[config.mk]
export PLATFORM = sky130hd
export DESIGN_NAME = hls_kernel_arbiter
export DESIGN_NICKNAME = d
export VERILOG_FILES = /design/src/rtl/hls_kernel_arbiter.sv
export SDC_FILE = /design/constraint.sdc
export NUM_CORES = 1
export LEC_CHECK = 0
export BUFFER_PORTS_ARGS = -buffer_cell sky130_fd_sc_hd__buf_2
export CORE_AREA = 2 2 244 246
export CTS_CLUSTER_DIAMETER = 100
export DETAILED_ROUTE_END_ITERATION = 10
export DIE_AREA = 0 0 246 248
export PLACE_DENSITY_LB_ADDON = 0.05
export REMOVE_ABC_BUFFERS = 1
export SETUP_SLACK_MARGIN = 0.2
export SLEW_MARGIN = 20
export SYNTH_ARGS = -nofsm -noshare
export SYNTH_HDL_FRONTEND = slang
export SYNTH_SLANG_ARGS = --single-unit
[constraint.sdc]
create_clock -name Clk -period 4.5 [get_ports Clk]
set_clock_uncertainty 0.1 [all_clocks]
set_input_delay 0.225 -clock Clk [delete_from_list [all_inputs] [get_ports Clk]]
set_output_delay 0.225 -clock Clk [all_outputs]
set_load 0.05 [all_outputs]
[src/rtl/hls_kernel_arbiter.sv]
// hls_kernel_arbiter: round-robin front end that shares one start/done HLS
// kernel among NREQ requesters. It latches the winner's operands, pulses the
// kernel start, waits for done under a watchdog, then returns the results
// with a one-cycle acknowledge. A watchdog timeout parks the block in an
// error state, with the kernel held in abort, until software clears it.
module hls_kernel_arbiter #(
   parameter int NREQ    = 4,
   parameter int DW      = 32,
   parameter int TIMEOUT = 15
) (
   input  logic              Clk,
   input  logic              Rst,
   input  logic [NREQ-1:0]   Req,
   input  logic [NREQ*DW-1:0] ReqA,
   input  logic [NREQ*DW-1:0] ReqB,
   input  logic [NREQ*DW-1:0] ReqC,
   output logic [NREQ-1:0]   Ack,
   output logic [2:0]        RespId,
   output logic [DW-1:0]     RespZ,
   output logic [DW-1:0]     RespX,
   output logic [DW-1:0]     KA,
   output logic [DW-1:0]     KB,
   output logic [DW-1:0]     KC,
   output logic              KStart,
   input  logic              KDone,
   input  logic [DW-1:0]     KZ,
   input  logic [DW-1:0]     KX,
   output logic              KAbort,
   input  logic              ErrorRst,
   output logic              Error
);

   // Watchdog counter is just wide enough to hold TIMEOUT.
   localparam int            CW  = $clog2(TIMEOUT + 1);
   localparam logic [CW-1:0] TMO = CW'(TIMEOUT);

   typedef enum logic [2:0] {S_IDLE, S_ISSUE, S_WAIT, S_RESP, S_ERR} state_t;

   state_t          state_q, state_d;
   logic [2:0]      ptr_q, ptr_d;
   logic [2:0]      gid_q, gid_d;
   logic [CW-1:0]   cnt_q, cnt_d;
   logic [NREQ-1:0] ack_q, ack_d;
   logic [2:0]      resp_id_q, resp_id_d;
   logic [DW-1:0]   resp_z_q, resp_z_d;
   logic [DW-1:0]   resp_x_q, resp_x_d;
   logic [DW-1:0]   ka_q, ka_d;
   logic [DW-1:0]   kb_q, kb_d;
   logic [DW-1:0]   kc_q, kc_d;
   logic            kstart_q, kstart_d;
   logic            kabort_q, kabort_d;
   logic            error_q, error_d;

   logic [2*NREQ-1:0] req2;
   logic [NREQ-1:0]   rot;
   logic [2:0]        off;
   logic [3:0]        sum;
   logic              gnt_vld;
   logic [2:0]        gnt_idx;
   logic [DW-1:0]     sel_a, sel_b, sel_c;
   logic [2:0]        next_ptr;

   // Rotate requests so Ptr sits at bit 0, take the lowest set bit, then
   // rotate the offset back into a requester index.
   always_comb begin
      req2    = {Req, Req} >> ptr_q;
      rot     = req2[NREQ-1:0];
      gnt_vld = 1'b0;
      off     = 3'd0;
      for (int j = NREQ - 1; j >= 0; j--) begin
         if (rot[j]) begin
            gnt_vld = 1'b1;
            off     = 3'(j);
         end
      end
      sum     = {1'b0, ptr_q} + {1'b0, off};
      gnt_idx = (sum >= 4'(NREQ)) ? 3'(sum - 4'(NREQ)) : sum[2:0];
   end

   // Operand mux for the winning requester.
   always_comb begin
      sel_a = '0;
      sel_b = '0;
      sel_c = '0;
      for (int i = 0; i < NREQ; i++) begin
         if (gnt_idx == 3'(i)) begin
            sel_a = ReqA[i*DW +: DW];
            sel_b = ReqB[i*DW +: DW];
            sel_c = ReqC[i*DW +: DW];
         end
      end
   end

   // Next-state and registered-output logic for the sequencer.
   always_comb begin
      next_ptr  = (gid_q == 3'(NREQ - 1)) ? 3'd0 : gid_q + 3'd1;
      state_d   = state_q;
      ptr_d     = ptr_q;
      gid_d     = gid_q;
      cnt_d     = cnt_q;
      resp_id_d = resp_id_q;
      resp_z_d  = resp_z_q;
      resp_x_d  = resp_x_q;
      ka_d      = ka_q;
      kb_d      = kb_q;
      kc_d      = kc_q;
      unique case (state_q)
         S_IDLE: begin
            if (gnt_vld) begin
               gid_d   = gnt_idx;
               ka_d    = sel_a;
               kb_d    = sel_b;
               kc_d    = sel_c;
               state_d = S_ISSUE;
            end
         end
         S_ISSUE: begin
            cnt_d   = '0;
            state_d = S_WAIT;
         end
         S_WAIT: begin
            // Done beats the watchdog when both land in the same cycle.
            if (KDone) begin
               resp_z_d = KZ;
               resp_x_d = KX;
               state_d  = S_RESP;
            end else if (cnt_q == TMO) begin
               // Advance past the faulty requester so it cannot hog the kernel.
               ptr_d   = next_ptr;
               state_d = S_ERR;
            end else begin
               cnt_d = cnt_q + 1'b1;
            end
         end
         S_RESP: begin
            ptr_d   = next_ptr;
            state_d = S_IDLE;
         end
         S_ERR: begin
            if (ErrorRst) state_d = S_IDLE;
         end
         default: state_d = S_IDLE;
      endcase

      // Pulse/level outputs are decoded from the next state so they appear
      // registered in the same cycle the state is entered.
      kstart_d = (state_d == S_ISSUE);
      error_d  = (state_d == S_ERR);
      kabort_d = (state_d == S_ERR);
      ack_d    = '0;
      if (state_d == S_RESP) begin
         resp_id_d = gid_q;
         for (int i = 0; i < NREQ; i++) ack_d[i] = (gid_q == 3'(i));
      end
   end

   // State and output registers, all cleared by the asynchronous reset.
   always_ff @(posedge Clk or negedge Rst) begin
      if (!Rst) begin
         state_q   <= S_IDLE;
         ptr_q     <= '0;
         gid_q     <= '0;
         cnt_q     <= '0;
         ack_q     <= '0;
         resp_id_q <= '0;
         resp_z_q  <= '0;
         resp_x_q  <= '0;
         ka_q      <= '0;
         kb_q      <= '0;
         kc_q      <= '0;
         kstart_q  <= 1'b0;
         kabort_q  <= 1'b0;
         error_q   <= 1'b0;
      end else begin
         state_q   <= state_d;
         ptr_q     <= ptr_d;
         gid_q     <= gid_d;
         cnt_q     <= cnt_d;
         ack_q     <= ack_d;
         resp_id_q <= resp_id_d;
         resp_z_q  <= resp_z_d;
         resp_x_q  <= resp_x_d;
         ka_q      <= ka_d;
         kb_q      <= kb_d;
         kc_q      <= kc_d;
         kstart_q  <= kstart_d;
         kabort_q  <= kabort_d;
         error_q   <= error_d;
      end
   end

   assign Ack    = ack_q;
   assign RespId = resp_id_q;
   assign RespZ  = resp_z_q;
   assign RespX  = resp_x_q;
   assign KA     = ka_q;
   assign KB     = kb_q;
   assign KC     = kc_q;
   assign KStart = kstart_q;
   assign KAbort = kabort_q;
   assign Error  = error_q;

endmodule

Yosys cells after proc, flatten, opt, wreduce, memory -nomap -nowiden
Index checks and enable logic that the tools add are counted.
{"block": "word_totals", "register_bits": 182, "latchBits": 0, "ramBits": 0, "mem_bits_ro": 0, "input_bits": 456, "output_inout_bits": 170, "word_cells": 79, "memories": 0}
{"block": "op_classes", "addsub": 4, "mul": 0, "div": 0, "magnitude_cmp": 1, "eq_ne": 17, "shift": 1, "mux": 34, "n_bitwise": 0, "reduce_logical": 9}
{"operator": "2-to-1 mux 32 bit", "n": 12}
{"operator": "2-to-1 mux 3 bit", "n": 10}
{"operator": "== test 3 x 2 -> 1 bit, second input constant", "n": 7}
{"operator": "== test 3 x 1 -> 1 bit, second input constant", "n": 4}
{"operator": "2-to-1 mux 4 bit", "n": 3}
{"operator": "case mux 3 bit (4 select lines)", "n": 1}
{"operator": "logical NOT 3 bit", "n": 3}
{"operator": "case mux 4 bit (2 select lines)", "n": 1}
{"operator": ">> shifter 8 x 3 -> 4 bit", "n": 1}
{"operator": "== test 3 bit, second input constant", "n": 2}
{"operator": "!= test 2 bit, second input constant", "n": 3}
{"operator": "case mux 3 bit (2 select lines)", "n": 1}
{"operator": "AND reduction 3 bit", "n": 2}
{"operator": "adder 3 x 3 -> 4 bit", "n": 1}
{"operator": "adder 4 x 1 -> 4 bit, second input constant", "n": 1}
{"operator": "== test 4 bit, second input constant", "n": 1}
{"operator": "greater-or-equal comparator 4 x 3 -> 1 bit, second input constant", "n": 1}
{"operator": "2-to-1 mux 1 bit", "n": 4}
{"operator": "2-to-1 mux 2 bit", "n": 2}
{"operator": "AND reduction 2 bit", "n": 2}
{"operator": "nonzero test 2 bit", "n": 2}
{"operator": "adder 3 x 1 -> 3 bit, second input constant", "n": 1}
{"operator": "subtractor 3 bit, second input constant", "n": 1}

Depth between registers and ports, before layout
Gate-level depths: netlist (run 1).
{"block": "depth", "ltp_word": 13, "ltp_mapped": 14, "ltp_nobuf": 10}

Least setup slack after synthesis (run 1)
OpenSTA, ideal clock, no wires.
{"block": "synth_timing", "path_type": "register to register", "startpoint": "reg ptr_q[0]", "endpoint": "reg kb_q[11], in the netlist KB[11]", "setup_ps": 125, "arrival_ps": 3055, "required_time_ps": 4275, "slack_ps": 1220, "path_stages_with_launch": 15, "path_buffers": 4, "synth_period_minus_slack_ps": 3280, "cell_sequence": "dfrtp_1 > buf_4 > nor3b_1 > a31oi_1 > o22ai_1 > a2bb2oi_1 > ha_1 > inv_1 > fa_1 > clkbuf_1 > buf_2 > buf_2 > mux4_2 > nor2b_1 > mux2_4"}
{"block": "synth_via", "elab_chain_cells": 13, "word_cells_on_any_way": 22, "cone_classes": "add/sub (2); order compare (1); eq/ne (3); shift (1); mux (13); reduce/logical (2)"}
{"element": "start, declared", "line": "40", "rtl": "logic [2:0] ptr_q, ptr_d;"}
{"element": "start signal, assigned", "line": "176", "rtl": "ptr_q <= ptr_d;"}
{"element": ">> shifter 8 x 3 -> 4 bit", "line": "66", "rtl": "req2 = {Req, Req} >> ptr_q;"}
{"element": "2-to-1 mux 2 bit (2 in a row)", "line": "71", "rtl": "if (rot[j]) begin"}
{"element": "2-to-1 mux 3 bit (2 in a row)", "line": "71"}
{"element": "adder 3 x 3 -> 4 bit", "line": "76", "rtl": "sum = {1'b0, ptr_q} + {1'b0, off};"}
{"element": "greater-or-equal comparator 4 x 3 -> 1 bit / subtractor 3 bit (equally long branches)", "line": "77", "rtl": "gnt_idx = (sum >= 4'(NREQ)) ? 3'(sum - 4'(NREQ)) : sum[2:0];"}
{"element": "2-to-1 mux 3 bit", "line": "77"}
{"element": "logical NOT 3 bit", "line": "86", "rtl": "if (gnt_idx == 3'(i)) begin"}
{"element": "2-to-1 mux 32 bit (4 in a row)", "line": "86"}
{"element": "end signal, assigned", "line": "184", "rtl": "kb_q <= kb_d;"}
{"element": "end, declared", "line": "48", "rtl": "logic [DW-1:0] kb_q, kb_d;"}
Parallel ways exist; a longest one is shown, timed or not.
A chain may end at the register's enable or synchronous reset.

Final worst setup path (run 1)
{"block": "layout_timing", "startpoint": "reg ptr_q[0]", "endpoint": "reg kb_q[6], in the netlist KB[6]"}
Same word-level chain as after synthesis.

==> flow_summary.json, run 1 <==
{
  "cp_data_required_time_ps": 4760,
  "worstPathMaxFanout": 41,
  "crit_slowest_cell": "fa_4",
  "max_slew_margin_pct": 35.0,
  "path_class": "reg2reg",
  "async_flop_share_pct": 100,
  "grt_max_degree": 84,
  "portBuffers": 625,
  "yosysMostFrequentCell": "dfrtp_1",
  "synth_top_family_by_area": "multiplexers",
  "slew_viol_final": 0,
  "syn_avg_cell_area_um2": 15.4,
  "synth_top_area_cell": "dfrtp_1",
  "synth-compound-area-share_pct": 1.59,
  "ioPinCount": 626,
  "hold_depth": 4,
  "synth_warnings": 0,
  "post-route-drc-count": 0,
  "tightest_slew_ps": 975,
  "netlist_area_um2": 10500,
  "rows": 89,
  "die_h_um": 248,
  "p_leak_nw": 7.46,
  "final_area_um2": 15700,
  "yosys-top-cells-count": "dfrtp_1, nor2b_1, mux4_2, mux2_4, mux2_2",
  "grt_pass1_wl_um": 61800,
  "synth_cells": 679,
  "cts-root-buf": "clkbuf_16",
  "yosys-top-cells-area": "dfrtp_1, mux4_2, mux2_4",
  "track_usage_pct": 14.0,
  "yosysUniqueCellTypes": 36,
  "drt_iter0_drc": 236,
  "vias": 8410,
  "vias_per_cell": 3.94,
  "synth-edff-count": 0,
  "gp_congestion": 0.775,
  "final-setup-viol-count": 0,
  "design.final.nets": 1812,
  "coreArea_um2": 58500,
  "clk_pin_slew_ps": 80,
  "hp-class": "in2reg",
  "first_global_vias": 9222,
  "tritoncts": "done",
  "worstPathCellList": "nand3b_1, o22ai_1, nand2_1, a2bb2oi_1, ha_4, inv_1, fa_4, buf_12, mux4_2, nor2b_1, mux2_4",
  "htreeDepth": 4,
  "final_layout_size_suffix_gt1_share_pct": 69.1,
  "synth_fa_ha_area_share_pct": 1.03,
  "regArea_um2": 4550,
  "fmax_mhz": 257,
  "hold_viol": 0,
  "ir_worst_vdd_v": 0.000455,
  "synthXorXnorAreaFrac_pct": 0,
  "place_area_um2": 14400,
  "die_area_um2": 61000,
  "cp-start-kind": "flip-flop",
  "syn2layout_area_growth_pct": 49.9,
  "drv_cap": 0,
  "dpl.hpwl_um": 33400,
  "layout.cells.non_filler": 2136,
  "initial_core_util_pct": 17.9,
  "antenna_found_initial": 11,
  "worstRegToRegCells": 11,
  "slowest_delay_ps": 1070,
  "dominantRegCellSynth": "dfrtp_1",
  "ant_nets": 0,
  "rsz0062_at_grt": "false",
  "clk_path_buf_depth": 2,
  "fin_crit_ps": 3890,
  "drt_pass1_iterations": 4,
  "place_inst": 2037,
  "setup_tns_ps": 0,
  "synthSimpleGateAreaFrac_pct": 7.60,
  "status": "completed",
  "synth-seq-cells": 182,
  "cts_buffers": 17,
  "setup.worst_path.end_class": "flip-flop",
  "fillers": 6196,
  "fin_crit_sh_pct": 86.5,
  "yosysSeqAreaShare_pct": 43.6,
  "cp_data_arrival_time_ps": 4150,
  "power_density_nw_per_um2": 997,
  "die_x_um": 246,
  "cts_resized": 0,
  "synthMuxAreaShare_pct": 42.3,
  "multi_input_area_um2": 5530,
  "synth_top_area_share_pct": 43.6,
  "wl_um": 43000,
  "cts.sinks": 182,
  "grt_overflow_total": 0,
  "clock_latency_ps": 470,
  "wl_per_cell_um": 20.1
}
## layer usage
layer | wire length [um] | vias up | global-route usage [%]
met4 | 667 | 8 | 4.26
met1 | 17000 | 4123 | 16.1
met5 | 55 | - | 0
met2 | 21800 | 352 | 24.1
met3 | 3530 | 45 | 5.15
li1 | - | 3882 | -
## power breakdown
group          internal [mW]  leakage [nW]  total, mW  switching, mW
clock                  0.804         0.283       1.55          0.748
combinational           5.10          5.01       11.1           6.02
sequential              2.50          2.17       2.96          0.458
## per-stage QoR
step	worst slack, ps	total power [mW]	util, %	hold WS, ps
floorplan	-1460	10.8	-	-171
global placement	533	14.3	24.7	235
detailed placement	554	14.3	24.7	235
CTS	526	16.0	26.8	17.9
global route	363	16.7	26.8	40.1
finish	608	15.6	26.8	62.9
## worst paths after layout
path,startpoint,to,slack (ps)
hold reg to reg,RespId[0],RespId[0],400
setup reg to reg,ptr_q[0],KB[6],610
hold / removal,ErrorRst,state_q[2],60
max in group asynchronous,Rst,KB[9],3040
setup / recovery,ptr_q[0],KB[6],610
min in group asynchronous,Rst,RespX[10],240
## cell usage in the layout, fill, tap and decap left out, types with 11 or more instances in the layout
| cell type | count |
|---|---|
| buf_2 | 624 |
| clkbuf_16 | 17 |
| dfrtp_1 | 182 |
| dlygate4sd3_1 | 65 |
| mux2_2 | 82 |
| mux2_4 | 87 |
| mux4_2 | 96 |
| nor2_1 | 11 |
| nor2b_1 | 100 |
## flip-flops by register name, summed over array words and instances, names as in the netlist
| signal | flops |
|---|---|
| KA | 32 |
| KB | 32 |
| KC | 32 |
| RespX | 32 |
| RespZ | 32 |
| Ack | 4 |
| cnt_q | 4 |
| RespId | 3 |
| gid_q | 3 |
| ptr_q | 3 |
| state_q | 3 |
| Error | 1 |
| KStart | 1 |
## cell families (layout without fill, tap and decap cells)
group | count (synthesis) | count (layout)
muxes | 268 | 268
DFF | 182 | 182
and+or+nand+nor | 131 | 131
buffers and inverters | 65 | 747
AOI/OAI and AO/OA | 25 | 25
adders and majority gates | 8 | 8
other | 0 | 2
## cell type report
type,count,share of cell area (%)
multi-input cells,432,35.3
flip-flops and latches,182,29.1
repair buffers,706,25.5
well taps,773,6.17
clock buffers,21,2.94
clock inverters,11,0.759
inverters,9,0.216
diodes,2,0.0320
## worst max-delay path: cells and delay by family (launching register included)
| kind | cells | cell delay [ps] |
|---|---|---|
| adders and majority gates | 2 | 1240 |
| muxes | 2 | 640 |
| AOI/OAI and AO/OA | 2 | 440 |
| buffers and inverters | 2 | 360 |
| DFF | 1 | 580 |
| and+or+nand+nor | 3 | 380 |
## timing repair
action                                 in CTS  in global routing
buffers inserted                            0                  0
endpoints found under the hold margin     138                  0
hold buffers                               65                  0
Note: power is estimated with default switching activity, not from simulation.
==> inputs of run 2 (changes only) <==
- ABC_AREA: default -> 1
- CORE_AREA: 2 2 244 246 -> 2 2 241 243
- DIE_AREA: 0 0 246 248 -> 0 0 243 245
==> run 2 against run 1 <==
  * Setup slack got worse by 120 ps
  * Register-to-register slack got worse by 120 ps
  * First-iteration DRC count increased by 150%
  * Die area decreased by 2.4%
  * Sequential power decreased by 4%
  * Critical path depth increased by 7
  * Non-clock buffer count increased by 136
  * Combinational power increased by 12%
  * Fmax decreased by 2.9%
  * Clock power about the same
  * Area after synthesis decreased by 2.0%
  * Routed wire length increased by 23%
  * Largest cell class is now non-clock buffers
==> flow_summary.json, run 2 <==
{
  "status": "completed",
  "cts_buffers": 17,
  "yosysSeqAreaShare_pct": 44.4,
  "drt_pass1_iterations": 5,
  "yosys-top-cells-area": "dfrtp_1, nand3_1, nand2_1",
  "design.final.nets": 2470,
  "first_global_vias": 12865,
  "reg2reg_slack_ps": 490,
  "place_area_um2": 14100,
  "synth_warnings": 0,
  "layout_common_cells": "buf_2, nand3_1, nand2_1, dfrtp_1, dlygate4sd3_1",
  "die_area_um2": 59500,
  "fin_crit_ps": 4010,
  "final_layout_size_suffix_gt1_share_pct": 38.1,
  "synth-edff-count": 0,
  "cp_data_arrival_time_ps": 4340,
  "setup.worst_path.end_class": "flip-flop",
  "drv_cap": 0,
  "final_common_cell": "buf_2",
  "clk_path_buf_depth": 2,
  "grt_pass1_wl_um": 77800,
  "grt_overflow_total": 0,
  "ir_worst_vdd_v": 0.000353,
  "dominantRegCellSynth": "dfrtp_1",
  "die_x_um": 243,
  "power_density_nw_per_um2": 1010,
  "syn2layout_area_growth_pct": 63.1,
  "cp-start-kind": "flip-flop",
  "post-route-drc-count": 0,
  "coreArea_um2": 57000,
  "vias": 12458,
  "clk_pin_slew_ps": 80,
  "p_leak_nw": 8.37,
  "gp_congestion": 0.850,
  "synth_cells": 1267,
  "grt_max_degree": 114,
  "cp_data_required_time_ps": 4830,
  "wl_um": 53100,
  "rsz0062_at_grt": "true",
  "max_slew_margin_pct": 30.9,
  "syn_avg_cell_area_um2": 8.09,
  "hp-class": "in2reg",
  "initial_core_util_pct": 18.0,
  "wl_per_cell_um": 18.9,
  "tritoncts": "done",
  "dpl.hpwl_um": 39000,
  "yosysUniqueCellTypes": 31,
  "clock_latency_ps": 480,
  "htreeDepth": 4,
  "postLayoutCoreUtil_pct": 29.3,
  "slew_viol_final": 0,
  "final_area_um2": 16700,
  "yosysMostFrequentCell": "nand3_1",
  "rows": 88,
  "hold_viol": 0,
  "track_usage_pct": 17.4,
  "ioPinCount": 626,
  "cts-root-buf": "clkbuf_16",
  "netlist_area_um2": 10200,
  "die_h_um": 245,
  "fmax_mhz": 249,
  "vias_per_cell": 4.44,
  "final-setup-viol-count": 0,
  "synth_top_area_cell": "dfrtp_1",
  "yosys-top-cells-count": "nand3_1, nand2_1, dfrtp_1, nand4_1, clkbuf_1",
  "fin_crit_sh_pct": 89.1,
  "drt_iter0_drc": 589,
  "async_flop_share_pct": 100,
  "synth-seq-cells": 182,
  "ant_nets": 0,
  "synth_top_area_share_pct": 44.4,
  "worstPathMaxFanout": 27,
  "path_class": "reg2reg",
  "antenna_found_initial": 32,
  "tightest_slew_ps": 1040,
  "portBuffers": 625,
  "cts.sinks": 182
}
[run 2: cell types whose count changed in the layout (fill, tap and decap cells not counted), sizes merged, moves of 5 or more]
cell | previous run | this run
nor2 | 11 | 16
buf | 640 | 660
nand4 | 0 | 96
and3 | 6 | 1
inv | 12 | 33
mux4 | 96 | 0
mux2 | 169 | 64
nand3 | 3 | 493
nand2 | 3 | 239
nor2b | 100 | 0
diode | 2 | 21
dlygate4sd3 | 65 | 181
[run 2: worst paths after layout]
path	from	to	cells past startpoint
max	ptr_q[0]	KA[29]	18
min	ReqB[19]	KB[19]	5
max reg2reg	ptr_q[0]	KA[29]	18
min reg2reg	KC[21]	KC[21]	2
max in group asynchronous	Rst	KC[23]	3
min in group asynchronous	Rst	RespZ[2]	2
[run 2: through the flow]
stage / power, mW / hold WS, ps / setup WS, ps / std cells / setup TNS, ps
after floorplan: 9.37 / -171 / -3410 / 1145 / -330500
after global placement: 14.0 / 178 / 837 / 2562 / 0
after detailed placement: 14.0 / 182 / 839 / 2562 / 0
after CTS: 16.8 / 0.606 / 289 / 2775 / 0
after global routing: 18.2 / 23.3 / 148 / 2802 / 0
final: 16.8 / 40.0 / 491 / 2805 / 0
[run 2: report_power, final]
group | switching (mW) | internal (mW)
Combinational | 7.85 | 4.56
Sequential | 0.396 | 2.43
Clock | 0.786 | 0.789
Total | 9.03 | 7.78
[run 2: worst max-delay path: stages (launching register included)]
cell and delay [ps]:
dfrtp_1 470, inv_2 110, nand2_1 70, nand2_1 70
nand2_1 50, nand2_1 120, nand3_1 80, a21boi_0 190
ha_1 200, inv_1 60, fa_1 670, nand2_1 150
clkinv_4 260, buf_4 350, nand3_1 120, nand4_1 120
dlygate4sd3_1 550, nand3_1 70, nand2_1 100
[run 2: kinds of logic (layout without fill, tap and decap cells)]
| group | Yosys count | after routing | share of synthesized area (%) |
|---|---|---|---|
| xor gates and xnor gates | 2 | 2 | 0.171 |
| AOI/OAI and AO/OA | 15 | 15 | 0.904 |
| buffers and inverters | 149 | 901 | 6.74 |
| adders and majority gates | 8 | 8 | 1.05 |
| and+or+nand+nor | 847 | 847 | 39.7 |
| DFF | 182 | 182 | 44.4 |
| other | 0 | 21 | 0 |
| muxes | 64 | 64 | 7.03 |
[run 2: routing by layer]
| metal | share of wire, % | wire, um | track usage (%) | up-vias |
|---|---|---|---|---|
| met5 | 0.24 | 129 | 0 | - |
| met4 | 3.5 | 1880 | 8.32 | 20 |
| met3 | 7.7 | 4090 | 6.66 | 94 |
| met2 | 50 | 26500 | 29.9 | 430 |
| met1 | 39 | 20500 | 19.0 | 5935 |
| li1 | - | - | - | 5979 |
[run 2: timing repair]
action / in CTS / in global routing
gates resized for setup: 0 / 6
hold endpoints to repair: 188 / 0
hold buffers: 181 / 0
buffers inserted: 0 / 9
endpoints found under the setup margin: 0 / 46
[run 2: cell type report]
class	count	area, um2
Inverter	27	106
Multi-Input combinational cell	936	5060
Sequential cell	182	4550
Timing Repair Buffer	842	5390
Tap cell	765	957
Clock buffer	18	429
Antenna cell	21	52.6
Clock inverter	14	159
Fill cell	6324	40300
==> inputs of run 3 (changes only) <==
- CORE_AREA: 2 2 241 243 -> 2 2 246 248
- CTS_BUF_LIST: default -> sky130_fd_sc_hd__clkbuf_8
- DIE_AREA: 0 0 243 245 -> 0 0 248 250
==> run 3 against run 2 <==
  * Utilization fell by 0.36 points
  * Sequential power is essentially flat
  * Highest routed layer unchanged
  * Clock power is 20% lower
  * Die area increased by 4.1%
  * Worst hold slack better by 61 ps
  * Largest cell class unchanged
  * Non-clock buffer count is 73 higher
  * Critical path depth down 2
  * Final area rose by 3.2%
==> flow_summary.json, run 3 (synthesized netlist as in run 2, its figures left out) <==
{
  "wl_per_cell_um": 18.5,
  "drt_iter0_drc": 554,
  "rsz0062_at_grt": "false",
  "fin_ws_ps": 514,
  "cts.sinks": 182,
  "place_area_um2": 14200,
  "clk_pin_slew_ps": 120,
  "cp_data_arrival_time_ps": 4380,
  "grt_pass1_wl_um": 78100,
  "track_usage_pct": 16.7,
  "worstPathMaxFanout": 43,
  "power_density_nw_per_um2": 997,
  "fillers": 6518,
  "antenna_found_initial": 8,
  "place_inst": 2583,
  "design.final.nets": 2544,
  "die_h_um": 250,
  "max_slew_margin_pct": 43.2,
  "slowest_delay_ps": 580,
  "htreeDepth": 4,
  "path_class": "reg2reg",
  "setup.worst_path.end_class": "flip-flop",
  "slew_viol_final": 0,
  "multi_input_area_um2": 5080,
  "crit_slowest_cell": "fa_1",
  "wl_um": 53300,
  "final_layout_size_suffix_gt1_share_pct": 36.6,
  "seqPwrFrac_pct": 16.4,
  "die_x_um": 248,
  "die_area_um2": 62000,
  "portBuffers": 625,
  "clock_latency_ps": 560,
  "hp-class": "in2reg",
  "drt_pass1_iterations": 5,
  "hold_viol": 0,
  "switchingPower_mw": 9.11,
  "layout.cells.non_filler": 2877,
  "p_int_mw": 8.08,
  "clk_path_buf_depth": 2,
  "fin_crit_sh_pct": 88.6,
  "postLayoutCoreUtil_pct": 28.9,
  "p_total_mw": 17.2,
  "final-setup-viol-count": 0,
  "tritoncts": "done",
  "post-route-drc-count": 0,
  "reg2reg_from": "ptr_q[1]",
  "grt_max_degree": 93,
  "tightest_slew_ps": 849,
  "crit_buf_inv": 4,
  "worstPathCellList": "inv_1, nor2_1, nand2_1, nand2_1, nand3_1, a21boi_0, ha_1, inv_1, fa_1, nor2_4, buf_12, nand3_1, nand4_1, dlygate4sd3_1, nand3_1, nand2_1",
  "power_frac_comb_pct": 76.3,
  "setup_tns_ps": 0,
  "rows": 90,
  "crit_start": "ptr_q[1]",
  "cp-start-kind": "flip-flop",
  "ant_nets": 0,
  "coreArea_um2": 59600,
  "ioPinCount": 626,
  "cp_data_required_time_ps": 4900,
  "switching_share_pct": 53.0,
  "cts_buffers": 17,
  "vias": 12658,
  "p_leak_nw": 8.60,
  "ir_worst_vdd_v": 0.000566,
  "status": "completed",
  "holdWs_ps": 101,
  "final_area_um2": 17200,
  "syn2layout_area_growth_pct": 68.2,
  "final_common_cell": "buf_2",
  "regArea_um2": 4550,
  "dpl.hpwl_um": 38300,
  "vias_per_cell": 4.40,
  "grt_overflow_total": 0,
  "first_global_vias": 13175,
  "drv_cap": 0,
  "cts-root-buf": "clkbuf_8",
  "dp_slack_ps": 834,
  "clkPwrFrac_pct": 7.3,
  "fmax_mhz": 251,
  "layout_common_cells": "buf_2, nand3_1, dlygate4sd3_1, nand2_1, dfrtp_1",
  "fin_crit_ps": 3990,
  "critPathTopFamily": "simple AND/OR/NAND/NOR gates",
  "gp_congestion": 0.789,
  "initial_core_util_pct": 17.2,
  "min_from": "ReqC[8]"
}
==> run 3: layer usage <==
metal / track usage (%) / up-vias / part of all wire (%)
li1: - / 6094 / -
met3: 5.58 / 74 / 7.7
met1: 18.7 / 6067 / 40
met2: 29.6 / 411 / 50
met4: 5.29 / 12 / 2.5
met5: 0 / - / 0.14
==> run 3: repair_timing <==
| action | in CTS | in global routing |
|---|---|---|
| resized for setup | 0 | 6 |
| hold buffers | 258 | 0 |
| buffers inserted | 0 | 1 |
| hold endpoints to repair | 236 | 0 |
| endpoints found under the setup margin | 0 | 87 |
==> run 3: worst paths after layout <==
kind | cells past startpoint | end | slack, ps
worst max-delay path | 16 | KB[25] | 510
worst min-delay path | 5 | KC[8] | 100
worst max register to register | 16 | KB[25] | 510
worst min register to register | 2 | KC[6] | 380
max in group asynchronous | 3 | RespX[13] | 3220
min in group asynchronous | 2 | RespX[19] | 150
==> run 3: layout make-up <==
| class | instances | area share (%) |
|---|---|---|
| repair buffers | 915 | 35.3 |
| multi-input cells | 937 | 29.5 |
| flip-flops and latches | 182 | 26.4 |
| well taps | 782 | 5.68 |
| clock buffers | 17 | 1.36 |
| clock inverters | 15 | 1.11 |
| inverters | 27 | 0.617 |
| diodes | 2 | 0.0290 |
==> run 3: power groups by stage <==
stage               clock, mW  combinational (mW)  sequential (mW)
detailed placement          0                11.2             2.86
global placement            0                11.3             2.85
global route             1.40                14.4             2.93
CTS                      1.34                13.4             2.83
floorplan                   0                4.07             5.31
finish                   1.25                13.1             2.82
==> run 3: worst min-delay path: stages <==
cell and delay (ps):
buf_2 80, nand3_1 60, nand4_1 190, nand3_1 100, nand2_1 70
